<file path="src/rtl/spi_dev_pkg.sv">
// Shared types and frame constants for the SPI register-memory device.
// Imported by spi_edge_sync and spi_mem_device.
package spi_dev_pkg;

    typedef enum logic [2:0] {
        ST_IDLE,
        ST_CMD,
        ST_WDATA,
        ST_RDATA,
        ST_DONE
    } state_t;

    localparam int CMD_W      = 8;
    localparam int DATA_W     = 8;
    localparam int FRAME_BITS = 16;
    localparam int CMD_WR_BIT = 7;

    // Wide enough to count all 16 frame rises without wrapping.
    localparam int CNT_W = $clog2(FRAME_BITS + 1);

endpackage

</file>
<file path="src/rtl/spi_edge_sync.sv">
// Pin synchronizer for sclk/cs/mosi plus sclk edge detection.
// Ports: clk, rst, sclk/cs/mosi pins in; sclk_rise, sclk_fall, cs_n_sync, mosi_sync out.
module spi_edge_sync #(
    parameter int SYNC_STAGES = 2
) (
    input  logic clk,
    input  logic rst,
    input  logic sclk,
    input  logic cs,
    input  logic mosi,
    output logic sclk_rise,
    output logic sclk_fall,
    output logic cs_n_sync,
    output logic mosi_sync
);
    import spi_dev_pkg::*;

    logic [SYNC_STAGES-1:0] sclk_q;
    logic [SYNC_STAGES-1:0] cs_q;
    logic [SYNC_STAGES-1:0] mosi_q;
    logic                   sclk_d;

    // cs resets to "low" so a device leaving reset with cs held low
    // never sees a falling edge and cannot start a bogus frame.
    always_ff @(posedge clk) begin
        if (rst) begin
            sclk_q <= '0;
            cs_q   <= '0;
            mosi_q <= '0;
            sclk_d <= 1'b0;
        end else begin
            sclk_q[0] <= sclk;
            cs_q[0]   <= cs;
            mosi_q[0] <= mosi;
            for (int i = 1; i < SYNC_STAGES; i++) begin
                sclk_q[i] <= sclk_q[i-1];
                cs_q[i]   <= cs_q[i-1];
                mosi_q[i] <= mosi_q[i-1];
            end
            sclk_d <= sclk_q[SYNC_STAGES-1];
        end
    end

    assign sclk_rise = sclk_q[SYNC_STAGES-1] & ~sclk_d;
    assign sclk_fall = ~sclk_q[SYNC_STAGES-1] & sclk_d;
    assign cs_n_sync = cs_q[SYNC_STAGES-1];
    assign mosi_sync = mosi_q[SYNC_STAGES-1];

endmodule

</file>
<file path="src/rtl/spi_mem_device.sv">
// SPI-slave 8-bit register memory: 16-bit frames of command then data.
// Ports: clk, rst, SPI pins (sclk, cs, mosi, miso), busy, wr/rd strobes, debug read port.
module spi_mem_device
    import spi_dev_pkg::*;
#(
    parameter int ADDR_W      = 4,
    parameter int SYNC_STAGES = 2
) (
    input  logic              clk,
    input  logic              rst,
    input  logic              sclk,
    input  logic              cs,
    input  logic              mosi,
    output logic              miso,
    output logic              busy,
    output logic              wr_pulse,
    output logic              rd_pulse,
    input  logic [ADDR_W-1:0] dbg_addr,
    output logic [7:0]        dbg_data
);
    localparam int DEPTH = 2 ** ADDR_W;

    logic sclk_rise, sclk_fall, cs_n_sync, mosi_sync;

    spi_edge_sync #(.SYNC_STAGES(SYNC_STAGES)) u_sync (
        .clk       (clk),
        .rst       (rst),
        .sclk      (sclk),
        .cs        (cs),
        .mosi      (mosi),
        .sclk_rise (sclk_rise),
        .sclk_fall (sclk_fall),
        .cs_n_sync (cs_n_sync),
        .mosi_sync (mosi_sync)
    );

    state_t             state, state_next;
    logic               cs_n_d;
    logic [CNT_W-1:0]   cnt;
    logic [DATA_W-2:0]  shreg;
    logic [DATA_W-1:0]  sh_in;
    logic [DATA_W-1:0]  oshreg;
    logic [ADDR_W-1:0]  addr;
    logic [DATA_W-1:0]  mem [DEPTH];

    logic do_shift, do_count, do_write, do_rd_load, do_miso_out;

    // Byte as it will look once the bit arriving this cycle is included.
    assign sh_in = {shreg, mosi_sync};

    always_ff @(posedge clk) begin
        if (rst) state <= ST_IDLE;
        else     state <= state_next;
    end

    always_comb begin
        state_next  = state;
        do_shift    = 1'b0;
        do_count    = 1'b0;
        do_write    = 1'b0;
        do_rd_load  = 1'b0;
        do_miso_out = 1'b0;
        if (cs_n_sync) begin
            state_next = ST_IDLE;
        end else begin
            unique case (state)
                // A low cs without a seen falling edge (reset with cs
                // held low) parks in DONE until cs cycles.
                ST_IDLE: state_next = cs_n_d ? ST_CMD : ST_DONE;
                ST_CMD: begin
                    if (sclk_rise) begin
                        do_shift = 1'b1;
                        if (cnt == CNT_W'(CMD_W - 1)) begin
                            if (sh_in[CMD_WR_BIT]) begin
                                state_next = ST_WDATA;
                            end else begin
                                state_next = ST_RDATA;
                                do_rd_load = 1'b1;
                            end
                        end
                    end
                end
                ST_WDATA: begin
                    if (sclk_rise) begin
                        do_shift = 1'b1;
                        if (cnt == CNT_W'(FRAME_BITS - 1)) begin
                            do_write   = 1'b1;
                            state_next = ST_DONE;
                        end
                    end
                end
                ST_RDATA: begin
                    if (sclk_rise) begin
                        do_count = 1'b1;
                    end else if (sclk_fall) begin
                        if (cnt == CNT_W'(FRAME_BITS)) state_next = ST_DONE;
                        else                           do_miso_out = 1'b1;
                    end
                end
                ST_DONE: state_next = ST_DONE;
                default: state_next = ST_IDLE;
            endcase
        end
    end

    always_ff @(posedge clk) begin
        if (rst) begin
            cs_n_d   <= 1'b0;
            cnt      <= '0;
            shreg    <= '0;
            oshreg   <= '0;
            addr     <= '0;
            miso     <= 1'b0;
            busy     <= 1'b0;
            wr_pulse <= 1'b0;
            rd_pulse <= 1'b0;
            dbg_data <= '0;
            for (int i = 0; i < DEPTH; i++) mem[i] <= '0;
        end else begin
            cs_n_d   <= cs_n_sync;
            busy     <= (state_next != ST_IDLE);
            wr_pulse <= do_write;
            rd_pulse <= do_rd_load;
            // Reads the pre-write value when both hit one address.
            dbg_data <= mem[dbg_addr];

            if (state == ST_IDLE)         cnt <= '0;
            else if (do_shift | do_count) cnt <= cnt + CNT_W'(1);

            if (do_shift) shreg <= sh_in[DATA_W-2:0];

            if (do_rd_load | (do_shift & (state == ST_CMD)))
                addr <= sh_in[ADDR_W-1:0];
            if (do_rd_load) oshreg <= mem[sh_in[ADDR_W-1:0]];
            if (do_write)   mem[addr] <= sh_in;

            if (do_miso_out) begin
                miso   <= oshreg[DATA_W-1];
                oshreg <= {oshreg[DATA_W-2:0], 1'b0};
            end else if (state_next != ST_RDATA) begin
                miso <= 1'b0;
            end
        end
    end

endmodule

</file>
<file path="config.mk">
export PLATFORM = sky130hd
export DESIGN_NAME = spi_mem_device
export DESIGN_NICKNAME = d
export VERILOG_FILES = /design/src/rtl/spi_dev_pkg.sv /design/src/rtl/spi_edge_sync.sv /design/src/rtl/spi_mem_device.sv
export SDC_FILE = /design/constraint.sdc
export NUM_CORES = 1
export LEC_CHECK = 0
export ABC_AREA = 1
export CAP_MARGIN = 20
export CORE_MARGIN = 2
export CORE_UTILIZATION = 50
export CTS_CLUSTER_DIAMETER = 60
export CTS_CLUSTER_SIZE = 14
export DETAILED_ROUTE_END_ITERATION = 10
export HOLD_SLACK_MARGIN = 0.02
export PLACE_DENSITY = 0.64
export SKIP_LAST_GASP = 1
export SYNTH_ARGS = -nofsm -noshare
export SYNTH_HDL_FRONTEND = slang
export SYNTH_HIERARCHICAL = 1
export SYNTH_SLANG_ARGS = --single-unit
export TNS_END_PERCENT = 5
</file>
<file path="constraint.sdc">
create_clock -name clk -period 4.09 [get_ports clk]
set_input_delay 0.6135 -clock clk [delete_from_list [all_inputs] [get_ports clk]]
set_output_delay 0.6135 -clock clk [all_outputs]
set_load 0.005 [all_outputs]
</file>
Word level (Yosys, flattened, before mapping)
Memories as Yosys holds them, arrays and structs flattened. A register that Yosys moved wholly into a read port is not among the register bits. Index checks and enable logic that the tools add are counted.

Bits in registers: 39. Bits in latches: 0. Bits in writable memories: 128. ROM bits: 0. Bits of input ports: 9. Output and inout bits: 12. Logic and storage cells: 82. Memories: 1.

Add/sub/neg operators: 1. Multiply operators: 0. Div/mod/pow operators: 0. Order comparisons: 0. Eq/ne operators: 8. Shift-type cells: 0. Muxes and demuxes: 42. Bitwise logic cells: 7. Reductions and logical operators: 8.

Memory list: mem (depth 16, width 8, read ports 2, clocked after Yosys merged registers in 1, wr ports 16, line spi_mem_device.sv:44) `logic [DATA_W-1:0] mem [DEPTH];`.

Operator list (number): 2-to-1 mux 1 bit (28); 2-to-1 mux 3 bit (9); 2-to-1 mux 8 bit (3); case mux 3 bit (5 select lines) (1); OR reduction 8 bit (1); equality test 3 x 2 -> 1 bit (second input constant) (2); OR reduction 2 bit (3); adder 5 x 1 -> 5 bit (second input constant) (1); equality test 5 x 3 -> 1 bit (second input constant) (1); equality test 5 x 4 -> 1 bit (second input constant) (1); equality test 5 bit (second input constant) (1); 2-to-1 mux 4 bit (1); nonzero test 2 bit (2); bitwise AND 1 bit (3); equality test 3 x 1 -> 1 bit (second input constant) (1); equality test 3 bit (second input constant) (1); zero test 3 bit (1); != test 3 x 2 -> 1 bit (second input constant) (1); nonzero test 3 bit (1); inverter 1 bit (2); bitwise OR 1 bit (2).

Logic depth before layout (Yosys ltp)
Depth in word-level cells: 10. Gate-level depth with buffers: 11. Depth with buffers taken out: 11.

Cells and area by module
The synthesis kept the hierarchy.

Modules (own cells, without submodules): spi_mem_device (instances 1, cells each 1035, area each 8483.1 um^2, sequential area each 4644.5 um^2); spi_edge_sync (instances 1, cells each 24, area each 203.9 um^2, sequential area each 140.1 um^2).

Worst setup path after synthesis
Ideal clock, no wire load.

Path type: register to register. Start: register cnt[0]. End: memory mem[11][0], enable pin. Setup time: 329 ps. Data arrival time: 1901 ps. Slack: 1860 ps. Cell stages (with the launch flop): 11. Path buffers: 0. Period minus slack after synthesis: 2230 ps. Cell sequence: dfxtp_1 > ha_1 > inv_1 > nor3_1 > ha_1 > nand2_1 > nor2_1 > nand3_1 > nor3_2 > nand2_1 > nand2_1.

RTL lines: from (decl) (line spi_mem_device.sv:39) `logic [CNT_W-1:0] cnt;`; from (signal assigned) (line spi_mem_device.sv:128) `else if (do_shift | do_count) cnt <= cnt + CNT_W'(1);`; to (decl) (line spi_mem_device.sv:44).

==> metrics.txt <==
post-CTS setup buffers 0; Die Area 18440 um^2; die width 135.8 um; CTS resizes 0; Vias 7480; Cell Area, Synth 8687 um^2; clock tree sinks 175; initial core utilization 0.5075; routability cong. 0.9203; final setup TNS 0 ps; final setup violation count 0; synth warn 6; max_cap viols 0; first-pass GRT wire length 39250 um; Slew Limit Fails 0; CTS buffer count 17; CTS Buffer Depth 2; Core ar. 17120 um^2; Tcrit/Tclk final 0.7783; vias per inst 5.830; Post-Syn Nets 1071; Net Sw Frac 0.2287; Comb power frac 0.070; Hold Path Class reg2reg; Avg Inst Size Synth 8.203 um^2; row count 48; synth top area cells edfxtp_1 (44%), dfxtp_1 (11%), nor2_1 (10%); endpoints failing hold 0; drt drc 0; Clock power frac 0.423; Seq. cell area 4786 um^2; CP Class reg2reg; fillers 1632; internal power 3.076 mW; Peak VDD IR 0.3284 mV; DRT Pass-1 Iters 8; CTS Hold Bufs 0; Lkg Pwr 3.373 nW; post-route design area 9608 um^2; Net Sw Power 912.1 uW; sequential share of power 0.507; PwrDens 415.1 nW/um^2; number of distinct library cells after synthesis 22; CP startpoint kind flip-flop; Skew-Pair Late Insertion Delay 440 ps; Setup crit end kind flip-flop; Buffers on Ports 20; min cycle time layout 3183 ps; top cell type's share of synthesized area 0.4425; Final WS setup 906.6 ps; DRT Wirelength 25710 um; area of the multi-input gates 3390 um^2; GRT Overall Usage 0.2899; CTS tree done; die height 135.8 um; Critical Path AT 3280 ps; flop-to-flop setup slack 910 ps; CP Max Fanout 9; sequential fraction of the synthesis area 0.5508; worst path required time 4190 ps; CTS root buffer clkbuf_16; Rel. slew slack 0.2416; Detail Placement HPWL 16520 um; RSZ-0062 raised after global routing false; ANT cells 0; DRT iter0 DRCs 868; largest net degree at the start of global routing 79; gr ovfl total 0; dpl cell area 9005 um^2; drt wl/cell 20.04 um; placed cell count 1251; clock skew 9.782 ps; non-filler instance count after layout 1283; vias in the first global route 6799; pre-CTS WS 873.8 ps; Syn Inst Count 1059; Worst-path clk slew 70 ps; Area growth syn-to-layout 10.60%; Synth Register Bits 175; status finished clean; Ports 21; Antenna Nets Post-Route 0; Tightest Pin Transition 1138 ps; initial antenna violation count 0; leading area contributor after synthesis edfxtp_1; layout cells sized above 1 0.04820; Layout Nets 1057; # H-tree levels 4; Peak Freq 314.1 MHz
==> metal layers <==
layer,global-route usage,part of all wire,up-vias
met1,0.4107,0.42,3518
met2,0.4473,0.46,363
met5,0,0,-
li1,-,-,3553
met4,0.1128,0.026,0
met3,0.04959,0.086,46
==> layout make-up <==
cell class	instances	share of cell area
Timing Repair Buffer	34	0.03125
Tap cell	225	0.02930
Clock buffer	19	0.04506
Inverter	66	0.02578
Multi-Input combinational cell	751	0.3528
Clock inverter	13	0.01771
Sequential cell	175	0.4981
==> worst paths after layout <==
| check | depth (start not counted) | from | end |
|---|---|---|---|
| setup reg to reg | 10 | cnt[0] | mem[13][4] |
| hold / removal | 2 | u_sync/mosi_q[0] | u_sync/mosi_q[1] |
| setup / recovery | 10 | cnt[0] | mem[13][4] |
| hold reg to reg | 2 | u_sync/mosi_q[0] | u_sync/mosi_q[1] |
==> cells in the final DEF, fill, tap and decap left out <==
cell type        netlist  final
dfxtp_1               47     46
clkbuf_16              0     17
ha_1                   3      3
clkinv_4               0      1
dfxtp_2                0      1
o21a_1                 1      1
inv_1                 54     54
a21oi_1               45     45
nor3_1                 6      6
buf_2                 11      1
nor2_1               236    236
clkdlybuf4s50_1        0     19
clkinv_1               8     13
inv_2                  4      4
nand4_1                1      1
nand3_1              147    147
nor2_2                 1      1
clkbuf_1              47      2
bufinv_16              0      4
clkinvlp_4             0      3
o21ai_0               79     79
a211oi_1               2      2
buf_4                  0     14
o211ai_1              39     39
o21bai_1               1      1
nand2_1              185    185
nor3_2                 5      5
edfxtp_1             128    128
==> sequential cells by signal, summed over array words and instances, names as in the netlist <==
register       count
cs_n_d             1
rd_pulse           1
shreg              7
wr_pulse           1
state              3
addr               4
oshreg             8
dbg_data           8
u_sync/sclk_d      1
miso               1
cnt                5
u_sync/mosi_q      2
u_sync/sclk_q      2
mem              128
busy               1
u_sync/cs_q        2
==> synth_stat cells <==
cell,count
a211oi_1,2
a21oi_1,45
buf_1,9
buf_2,11
clkbuf_1,47
clkinv_1,8
dfxtp_1,47
edfxtp_1,128
ha_1,3
inv_1,54
inv_2,4
nand2_1,185
nand3_1,147
nand4_1,1
nor2_1,236
nor2_2,1
nor3_1,6
nor3_2,5
o211ai_1,39
o21a_1,1
o21ai_0,79
o21bai_1,1
==> stage by stage <==
step / util / hold slack (ps) / power, mW
after detailed placement: 0.5261 / 390.9 / 2.331
after global routing: 0.5613 / 422.6 / 4.095
after floorplan: - / 388.3 / 2.219
after CTS: 0.5613 / 400.4 / 3.986
final: 0.5613 / 397.5 / 3.988
after global placement: 0.5261 / 391.6 / 2.328
==> worst max-delay path, cell delays in order, from the launching register on <==
cell and delay (ps):
dfxtp_1 380, ha_1 210, inv_1 60, nor3_1 150
ha_1 170, nand2_1 70, nor2_1 200, nand3_1 330
nor3_2 540, nand2_1 350, nand2_1 380
==> kinds of logic after synthesis <==
logic type,synth area share
AO/OA/AOI/OAI,0.1086
AND/OR/NAND/NOR,0.2773
adder cells (fa/ha/maj),0.004321
flip-flops,0.5508
buffers and inverters,0.05905
==> power by group through the flow <==
stage	Sequential [mW]	Clock, mW	Combinational, mW
3_5_place_dp	2.06	0	0.273
6_report	2.02	1.69	0.279
4_1_cts	2.02	1.69	0.274
5_1_grt	2.03	1.76	0.306
2_1_floorplan	2.04	0	0.180
3_3_place_gp	2.06	0	0.270
Note: power is estimated with default switching activity, not from simulation.
